File: config.mk
export PLATFORM = sky130hd
export DESIGN_NAME = if_fetch_unit_flat
export DESIGN_NICKNAME = d
export VERILOG_FILES = /design/src/rtl/if_fetch_unit_if.sv /design/src/rtl/if_fetch_unit.sv /design/src/flat_wrapper.sv
export SDC_FILE = /design/constraint.sdc
export NUM_CORES = 1
export LEC_CHECK = 0
export ABC_CLOCK_PERIOD_IN_PS = 3190
export BUFFER_PORTS_ARGS = -buffer_cell sky130_fd_sc_hd__buf_2
export CORE_UTILIZATION = 25
export CTS_BUF_LIST = sky130_fd_sc_hd__clkbuf_4 sky130_fd_sc_hd__clkbuf_8 sky130_fd_sc_hd__clkbuf_16
export DETAILED_ROUTE_END_ITERATION = 10
export SKIP_CTS_REPAIR_TIMING = 1
export SLEW_MARGIN = 20
export SYNTH_ARGS = -nofsm -noshare
export SYNTH_HDL_FRONTEND = slang
export SYNTH_SLANG_ARGS = --single-unit
File: constraint.sdc
create_clock -name clk_i -period 3.19 [get_ports clk_i]
set_input_delay 0.638 -clock clk_i [delete_from_list [all_inputs] [get_ports clk_i]]
set_output_delay 0.638 -clock clk_i [all_outputs]
set_load 0.01 [all_outputs]
File: src/rtl/if_fetch_unit_if.sv
// Handshake bundle tying the fetch unit to the PC stage, instruction memory and decode.
// The slave modport is the fetch unit's view; master is the surrounding pipeline/memory.
interface if_fetch_unit_if;
    logic        pc_valid_i;
    logic [31:0] pc_i;
    logic        pc_ready_o;
    logic        flush_i;
    logic        imem_req_o;
    logic [31:0] imem_addr_o;
    logic        imem_gnt_i;
    logic        imem_rvalid_i;
    logic [31:0] imem_rdata_i;
    logic        inst_valid_o;
    logic [31:0] inst_o;
    logic [31:0] inst_pc_o;
    logic        inst_ready_i;
    logic        halted_o;

    modport slave (
        input  pc_valid_i, pc_i, flush_i, imem_gnt_i, imem_rvalid_i, imem_rdata_i, inst_ready_i,
        output pc_ready_o, imem_req_o, imem_addr_o, inst_valid_o, inst_o, inst_pc_o, halted_o
    );

    modport master (
        output pc_valid_i, pc_i, flush_i, imem_gnt_i, imem_rvalid_i, imem_rdata_i, inst_ready_i,
        input  pc_ready_o, imem_req_o, imem_addr_o, inst_valid_o, inst_o, inst_pc_o, halted_o
    );
endinterface

File: src/rtl/if_fetch_unit.sv
// Instruction fetch: one outstanding imem read per accepted PC, results queued with their PC
// for decode; supports flush on redirect and a sticky halt after the halt address returns.
module if_fetch_unit #(
    parameter int unsigned DEPTH     = 4,
    parameter logic [31:0] HALT_ADDR = 32'd248
) (
    input  logic           clk_i,
    input  logic           rst_i,
    if_fetch_unit_if.slave bus
);
    localparam int unsigned      PTR_W    = $clog2(DEPTH);
    localparam int unsigned      CNT_W    = PTR_W + 1;
    localparam logic [CNT_W-1:0] FULL_CNT = CNT_W'(DEPTH);
    localparam logic [CNT_W-1:0] CNT_ONE  = CNT_W'(1);
    localparam logic [PTR_W-1:0] PTR_ONE  = PTR_W'(1);

    typedef enum logic [2:0] {
        IDLE  = 3'd0,
        REQ   = 3'd1,
        WAIT  = 3'd2,
        DRAIN = 3'd3,
        HALT  = 3'd4
    } state_e;

    state_e           state_q;
    logic [31:0]      addr_q;
    logic             halt_hit_q;
    logic             req_q;
    logic             halted_q;
    logic [63:0]      fifo_q [DEPTH];
    logic [PTR_W-1:0] wr_ptr_q, wr_ptr_d;
    logic [PTR_W-1:0] rd_ptr_q, rd_ptr_d;
    logic [CNT_W-1:0] count_q, count_d;
    logic [31:0]      pc_aligned_s;
    logic             accept_s;
    logic             push_s;
    logic             pop_s;
    logic             not_empty_s;

    assign pc_aligned_s     = bus.pc_i & 32'hFFFF_FFFC;
    assign not_empty_s      = (count_q != {CNT_W{1'b0}});
    assign bus.pc_ready_o   = (state_q == IDLE) && !rst_i && !bus.flush_i && (count_q < FULL_CNT);
    assign accept_s         = bus.pc_valid_i && bus.pc_ready_o;
    // A response arriving together with a flush is dropped rather than queued.
    assign push_s           = (state_q == WAIT) && bus.imem_rvalid_i && !bus.flush_i;
    assign pop_s            = not_empty_s && bus.inst_ready_i;

    assign bus.imem_req_o   = req_q;
    assign bus.imem_addr_o  = addr_q;
    assign bus.halted_o     = halted_q;
    assign bus.inst_valid_o = not_empty_s;
    assign bus.inst_o       = not_empty_s ? fifo_q[rd_ptr_q][31:0]  : 32'd0;
    assign bus.inst_pc_o    = not_empty_s ? fifo_q[rd_ptr_q][63:32] : 32'd0;

    // Fetch sequencing: accept a PC, hold the request until granted, then await data.
    always_ff @(posedge clk_i) begin
        if (rst_i) begin
            state_q    <= IDLE;
            addr_q     <= 32'd0;
            halt_hit_q <= 1'b0;
            req_q      <= 1'b0;
            halted_q   <= 1'b0;
        end else begin
            case (state_q)
                IDLE: begin
                    if (accept_s) begin
                        addr_q     <= pc_aligned_s;
                        halt_hit_q <= (pc_aligned_s == HALT_ADDR);
                        req_q      <= 1'b1;
                        state_q    <= REQ;
                    end
                end
                REQ: begin
                    if (bus.flush_i) begin
                        req_q   <= 1'b0;
                        state_q <= bus.imem_gnt_i ? DRAIN : IDLE;
                    end else if (bus.imem_gnt_i) begin
                        req_q   <= 1'b0;
                        state_q <= WAIT;
                    end
                end
                WAIT: begin
                    if (bus.imem_rvalid_i) begin
                        if (!bus.flush_i && halt_hit_q) begin
                            halted_q <= 1'b1;
                            state_q  <= HALT;
                        end else begin
                            state_q  <= IDLE;
                        end
                    end else if (bus.flush_i) begin
                        state_q <= DRAIN;
                    end
                end
                DRAIN: begin
                    if (bus.imem_rvalid_i && !bus.flush_i) begin
                        state_q <= IDLE;
                    end
                end
                HALT: begin
                    state_q <= HALT;
                end
                default: begin
                    state_q  <= IDLE;
                    req_q    <= 1'b0;
                    halted_q <= 1'b0;
                end
            endcase
        end
    end

    // FIFO pointer/occupancy next state; flush clears everything including same-cycle push/pop.
    always_comb begin
        wr_ptr_d = wr_ptr_q;
        rd_ptr_d = rd_ptr_q;
        count_d  = count_q;
        if (bus.flush_i) begin
            wr_ptr_d = {PTR_W{1'b0}};
            rd_ptr_d = {PTR_W{1'b0}};
            count_d  = {CNT_W{1'b0}};
        end else begin
            if (push_s) begin
                wr_ptr_d = wr_ptr_q + PTR_ONE;
            end else begin
                wr_ptr_d = wr_ptr_q;
            end
            if (pop_s) begin
                rd_ptr_d = rd_ptr_q + PTR_ONE;
            end else begin
                rd_ptr_d = rd_ptr_q;
            end
            case ({push_s, pop_s})
                2'b10:   count_d = count_q + CNT_ONE;
                2'b01:   count_d = count_q - CNT_ONE;
                default: count_d = count_q;
            endcase
        end
    end

    // FIFO control registers.
    always_ff @(posedge clk_i) begin
        if (rst_i) begin
            wr_ptr_q <= {PTR_W{1'b0}};
            rd_ptr_q <= {PTR_W{1'b0}};
            count_q  <= {CNT_W{1'b0}};
        end else begin
            wr_ptr_q <= wr_ptr_d;
            rd_ptr_q <= rd_ptr_d;
            count_q  <= count_d;
        end
    end

    // FIFO storage; contents are only observed while occupancy is non-zero.
    always_ff @(posedge clk_i) begin
        if (push_s) begin
            fifo_q[wr_ptr_q] <= {addr_q, bus.imem_rdata_i};
        end
    end
endmodule

File: src/flat_wrapper.sv
// flat-port wrapper written by rule: the top's interface ports become plain ports
module if_fetch_unit_flat 
#(
    parameter int unsigned DEPTH     = 4,
    parameter logic [31:0] HALT_ADDR = 32'd248
)
  (clk_i, rst_i, bus_pc_valid_i, bus_pc_i, bus_flush_i, bus_imem_gnt_i, bus_imem_rvalid_i, bus_imem_rdata_i, bus_inst_ready_i, bus_pc_ready_o, bus_imem_req_o, bus_imem_addr_o, bus_inst_valid_o, bus_inst_o, bus_inst_pc_o, bus_halted_o);
  if_fetch_unit_if bus_i ();
  input  logic clk_i;
  input  logic rst_i;
  input wire logic [$bits(bus_i.pc_valid_i)-1:0] bus_pc_valid_i;
  input wire logic [$bits(bus_i.pc_i)-1:0] bus_pc_i;
  input wire logic [$bits(bus_i.flush_i)-1:0] bus_flush_i;
  input wire logic [$bits(bus_i.imem_gnt_i)-1:0] bus_imem_gnt_i;
  input wire logic [$bits(bus_i.imem_rvalid_i)-1:0] bus_imem_rvalid_i;
  input wire logic [$bits(bus_i.imem_rdata_i)-1:0] bus_imem_rdata_i;
  input wire logic [$bits(bus_i.inst_ready_i)-1:0] bus_inst_ready_i;
  output wire logic [$bits(bus_i.pc_ready_o)-1:0] bus_pc_ready_o;
  output wire logic [$bits(bus_i.imem_req_o)-1:0] bus_imem_req_o;
  output wire logic [$bits(bus_i.imem_addr_o)-1:0] bus_imem_addr_o;
  output wire logic [$bits(bus_i.inst_valid_o)-1:0] bus_inst_valid_o;
  output wire logic [$bits(bus_i.inst_o)-1:0] bus_inst_o;
  output wire logic [$bits(bus_i.inst_pc_o)-1:0] bus_inst_pc_o;
  output wire logic [$bits(bus_i.halted_o)-1:0] bus_halted_o;
  assign bus_i.pc_valid_i = bus_pc_valid_i;
  assign bus_i.pc_i = bus_pc_i;
  assign bus_i.flush_i = bus_flush_i;
  assign bus_i.imem_gnt_i = bus_imem_gnt_i;
  assign bus_i.imem_rvalid_i = bus_imem_rvalid_i;
  assign bus_i.imem_rdata_i = bus_imem_rdata_i;
  assign bus_i.inst_ready_i = bus_inst_ready_i;
  assign bus_pc_ready_o = bus_i.pc_ready_o;
  assign bus_imem_req_o = bus_i.imem_req_o;
  assign bus_imem_addr_o = bus_i.imem_addr_o;
  assign bus_inst_valid_o = bus_i.inst_valid_o;
  assign bus_inst_o = bus_i.inst_o;
  assign bus_inst_pc_o = bus_i.inst_pc_o;
  assign bus_halted_o = bus_i.halted_o;
  if_fetch_unit #(.DEPTH(DEPTH), .HALT_ADDR(HALT_ADDR)) u_core (.clk_i(clk_i), .rst_i(rst_i), .bus(bus_i));
endmodule
# Word-level counts from Yosys, hierarchy flattened

Memories as Yosys holds them, arrays and structs flattened. A register that Yosys moved wholly into a read port is not among the register bits.
Cells that the tools add are included.

Add/sub/neg operators: 4
$lt $le $gt $ge: 1
Equality and inequality tests: 13
Muxes and demuxes: 23
Bitwise gates (word level): 2
Reduce and logical (&&, ||, !) cells: 21

Operators by type and width:

| cell                                                                     | number |
|---|---|
| 32-bit 2-to-1 mux                                                        | 2 |
| 30-bit by 6-bit == test with 1-bit output (second input constant)        | 1 |
| 3-bit 2-to-1 mux                                                         | 7 |
| 3-bit case mux with 5 select lines                                       | 1 |
| 1-bit logical AND                                                        | 9 |
| 1-bit 2-to-1 mux                                                         | 7 |
| 3-bit by 2-bit == test with 1-bit output (second input constant)         | 2 |
| 2-bit 2-to-1 mux                                                         | 3 |
| 3-bit inequality test (second input constant)                            | 2 |
| 3-bit case mux with 2 select lines                                       | 1 |
| 3-bit AND reduction                                                      | 2 |
| 2-bit by 1-bit adder with 2-bit output (second input constant)           | 2 |
| 2-bit by 1-bit inequality test with 1-bit output (second input constant) | 2 |
| 2-bit inequality test (second input constant)                            | 2 |
| 4-bit AND reduction                                                      | 1 |
| 4-bit OR reduction                                                       | 1 |
| 3-bit by 1-bit adder with 3-bit output (second input constant)           | 1 |
| 3-bit by 1-bit == test with 1-bit output (second input constant)         | 1 |
| 3-bit == test (second input constant)                                    | 1 |
| 3-bit logical NOT                                                        | 1 |
| 3-bit less-than comparator (second input constant)                       | 1 |
| 1-bit case mux with 3 select lines                                       | 1 |
| 3-bit nonzero test                                                       | 1 |
| 3-bit OR reduction                                                       | 1 |
| 9 further kinds                                                          | 11 |

Register bits: 43
Memory bits (writable): 248
Input port bits: 71
Output and inout bits: 100
Logic and storage cells: 73
Memories kept: 1

Memories:

| memory        | depth | bits a word | read ports | clocked after Yosys merged registers in | write ports | RTL line            | text |
|---|---|---|---|---|---|---|---|
| u_core.fifo_q | 4     | 62          | 1          | 1                                       | 1           | if_fetch_unit.sv:30 | `logic [63:0] fifo_q [DEPTH];` |

# Depth between registers and ports, before layout

Word-level depth: 7
Depth in mapped cells: 11
Mapped depth without buffers: 9

# Worst setup path after synthesis

OpenSTA, ideal clock, no wires.

Path type: input-to-reg
Start point: input port bus_flush_i
End point: memory u_core.fifo_q[0][0] in the netlist's numbering (enable)
Setup time: 427 ps
Arrival: 2583 ps
Data required time: 2763 ps
Path slack: 181 ps
Cell stages on the path: 3
Path buffers: 1
Cells stage by stage: and3b_1 > clkbuf_1 > and3_1

Word-level cells in the longest chain between the ends: 4

Ends and longest elaborated chain:

| what                                   | RTL line             | text |
|---|---|---|
| from (decl)                            | flat_wrapper.sv:13   | `input wire logic [$bits(bus_i.flush_i)-1:0] bus_flush_i;` |
| 1-bit logical NOT                      | if_fetch_unit.sv:45  | `assign push_s = (state_q == WAIT) && bus.imem_rvalid_i && !bus.flush_i;` |
| 1-bit logical AND                      | if_fetch_unit.sv:45  |  |
| 1-bit 2-to-1 mux                       | if_fetch_unit.sv:154 | `if (push_s) begin` |
| 1-bit 2-to-1 mux (implied by the code) | if_fetch_unit.sv:155 | `fifo_q[wr_ptr_q] <= {addr_q, bus.imem_rdata_i};` |
| to (decl)                              | if_fetch_unit.sv:30  |  |

No other way between the ends.

==> impl_metrics.toml <==
[run_status]
outcome = "finished clean"

[power]
p_leak_nw = 4.80
ir_worst_vdd_v = 0.000269
switchingPower_mw = 1.69
power_frac_clock = 0.474
p_total_mw = 8.28
p_int_mw = 6.59
seqPwrFrac = 0.505
p_per_area_nw_per_um2 = 588
pwr-share-comb = 0.020
power_switching_share = 0.205

[sta]
rsz0062_at_grt = "no"
clock-skew-final_ns = 0.0131
slew-limit-headroom = 0.501
fin_crit_ns = 2.92
hold_viol = 0
min_period_over_period = 0.916
max_freq_ghz = 0.342
tightest_slew_ns = 0.743
tns_ns = 0
finalSetupViolations = 0
slew_violations = 0

[worst_setup_path]
crit_path_top_delay_cell = "mux4_2"
critical_path_buf_inv_count = 2
crit_type = "reg2out"
cp_top_family = "buffers and inverters"
slowest_delay_ns = 0.58
r2r-end = "u_core.count_q[2]$_SDFFE_PP0P_"
endpoint_kind = "primary output"
path_max_fanout = 62
required_ns = 2.55
arrival_ns = 2.28
r2r_slack_ns = 0.80
crit_path_cell_trace = "buf_12 > mux4_2 > and2_1 > buf_2"
start_kind = "register"
ff2ff_path_depth = 9
r2r_start = "u_core.state_q[1]$_SDFFE_PP0P_"

[floorplan]
die_h_um = 214
coreArea_um2 = 44300
start_util = 0.254
dieArea_um2 = 45900
rows = 77
die-width_um = 214
pin_count = 171

[flow_run]
max-cap-violations = 0

[routing]
vias_per_cell = 4.23
routed_wl_mm = 26.2
vias = 6035
highest_layer = "met5"
drt_iter0_markers = 347
wl_per_cell_um = 18.3
dr_wl_met2_mm = 12.2
route.detailed.drc = 0
dr.pass1.iters = 4
route.met3.wl_mm = 1.39
drt-met1-wl_mm = 12.1
antenna_left = 0

[cts]
cts.sinks = 293
clk_latency_ns = 0.54
h-tree-depth = 2
clk_pin_slew_worst_paths_ns = 0.06
clockBufferDepth = 3
clockRootBuffer = "clkbuf_16"
cts_tree = "done"
numCtsBuffers = 36

[final_layout]
layout_commonest_cell = "edfxtp_1"
final_cell_mix = "edfxtp_1 (248), buf_2 (164), and2_1 (64)"
nNetsFinal = 885
area_growth_pct = 24.9
layout-drive-gt1-share = 0.380

[worst_hold_path]
min_from = "bus_imem_rdata_i[10]"
hold_depth = 1
hold_path_class = "in2reg"
min_to = "u_core.fifo_q[2][10]$_DFFE_PP_"

[global_route]
overflow = 0
grt_antenna_before_repair = 1
grt_pass1_vias = 6425
grt.total_usage = 0.117
grt_max_degree = 63
grt_pass1_wl_mm = 40.0

[synthesis]
syn_inst = 627
ys_warn_count = 0
synth-seq-cells = 293
synth_edf_count = 248
ys_async_sr_fraction = 0
seq_area_frac_synth = 0.741
syn_avg_cell_area_um2 = 18.0
synth_flop_cell = "edfxtp_1"
synth_area_leaders = "edfxtp_1 (66%), mux4_2 (12%), dfxtp_1 (8.0%)"
mappedNetlistArea_um2 = 11300
yosysUniqueCellTypes = 41
synth_top_area_frac = 0.661
yosysTopAreaCell = "edfxtp_1"

[placed_design]
dp_hpwl_mm = 16.1
port_buffers = 164
place_congestion = 0.753
flip-flops by register name (all words and copies together), names as in the netlist, named ones only:
signal and flops:
u_core.halt_hit_q 1, u_core.bus.halted_o 1, u_core.count_q 3, u_core.state_q 3, u_core.rd_ptr_q 2, u_core.bus.imem_addr_o 30
u_core.bus.imem_req_o 1, u_core.wr_ptr_q 2, u_core.fifo_q 248
metal layers:
metal,up-vias,track usage
met5,-,0
met4,2,0.0357
met3,34,0.0305
met2,148,0.181
met1,3076,0.160
li1,2775,-
per-stage QoR:
stage | setup slack [ns] | area [um2] | hold WS (ns) | util | std cells
floorplan | 0.181 | 11300 | 0.472 | - | 630
global placement | 0.546 | 12900 | 0.473 | 0.291 | 1362
detailed placement | 0.514 | 12900 | 0.489 | 0.291 | 1362
CTS | 0.0169 | 14100 | 0.277 | 0.317 | 1426
global route | 0.0977 | 14100 | 0.299 | 0.317 | 1426
finish | 0.269 | 14100 | 0.324 | 0.317 | 1427
logic make-up (layout without fill, tap and decap cells):
group	after synthesis	count (layout)	share of synthesized area
flip-flops	293	293	0.741
AND/OR/NAND/NOR	166	166	0.0785
multiplexers	65	65	0.127
buffers and inverters	47	251	0.0206
AO/OA/AOI/OAI	44	44	0.0213
adder cells (fa/ha/maj)	6	6	0.00733
XOR/XNOR	5	5	0.00389
other	1	5	0.000333
cells in the mapped netlist, drive strengths merged, types with 2 or more instances:
cell type,count
nor4,5
nand4,2
o21ai,3
buf,19
and3,4
or3,2
nor4b,2
xnor2,2
edfxtp,248
mux2,2
nand2,62
inv,6
clkbuf,22
and2,64
nor3,4
xor2,3
ha,5
nor4bb,2
a21oi,36
dfxtp,45
nor2,11
mux4,62
worst max path at each step:
stage,to,slack (ns),depth (start not counted)
floorplan,u_core.fifo_q[0][0]$_DFFE_PP_,0.18,3
global placement,u_core.count_q[2]$_SDFFE_PP0P_,0.55,10
detailed placement,u_core.count_q[2]$_SDFFE_PP0P_,0.51,10
CTS,bus_inst_pc_o[21],0.02,4
global route,bus_inst_pc_o[21],0.1,4
finish,bus_inst_pc_o[21],0.27,4
worst reg2reg max path, delay by kind of cell (launching register included):
family                     cells  cell delay [ns]
buffers and inverters          2             0.13
DFF                            1             0.43
and+or+nand+nor                3             0.90
AOI/OAI and AO/OA              1             0.14
xor gates and xnor gates       1             0.16
adders and majority gates      2             0.55
final cells by class:
type / count / area, um2
Tap cell: 592 / 741
Timing Repair Buffer: 181 / 1070
Clock inverter: 20 / 166
Sequential cell: 293 / 8360
Multi-Input combinational cell: 290 / 2730
Clock buffer: 44 / 978
Antenna cell: 1 / 2.50
Fill cell: 4368 / 30200
Inverter: 6 / 22.5
power groups by stage:
stage	combinational [mW]	clock [mW]	sequential (mW)
floorplan	0.0684	0	4.26
global placement	0.168	0	4.26
detailed placement	0.172	0	4.26
CTS	0.172	4.07	4.18
global route	0.188	4.21	4.19
finish	0.169	3.93	4.18
No activity file was read; power rests on OpenSTA's default activity.
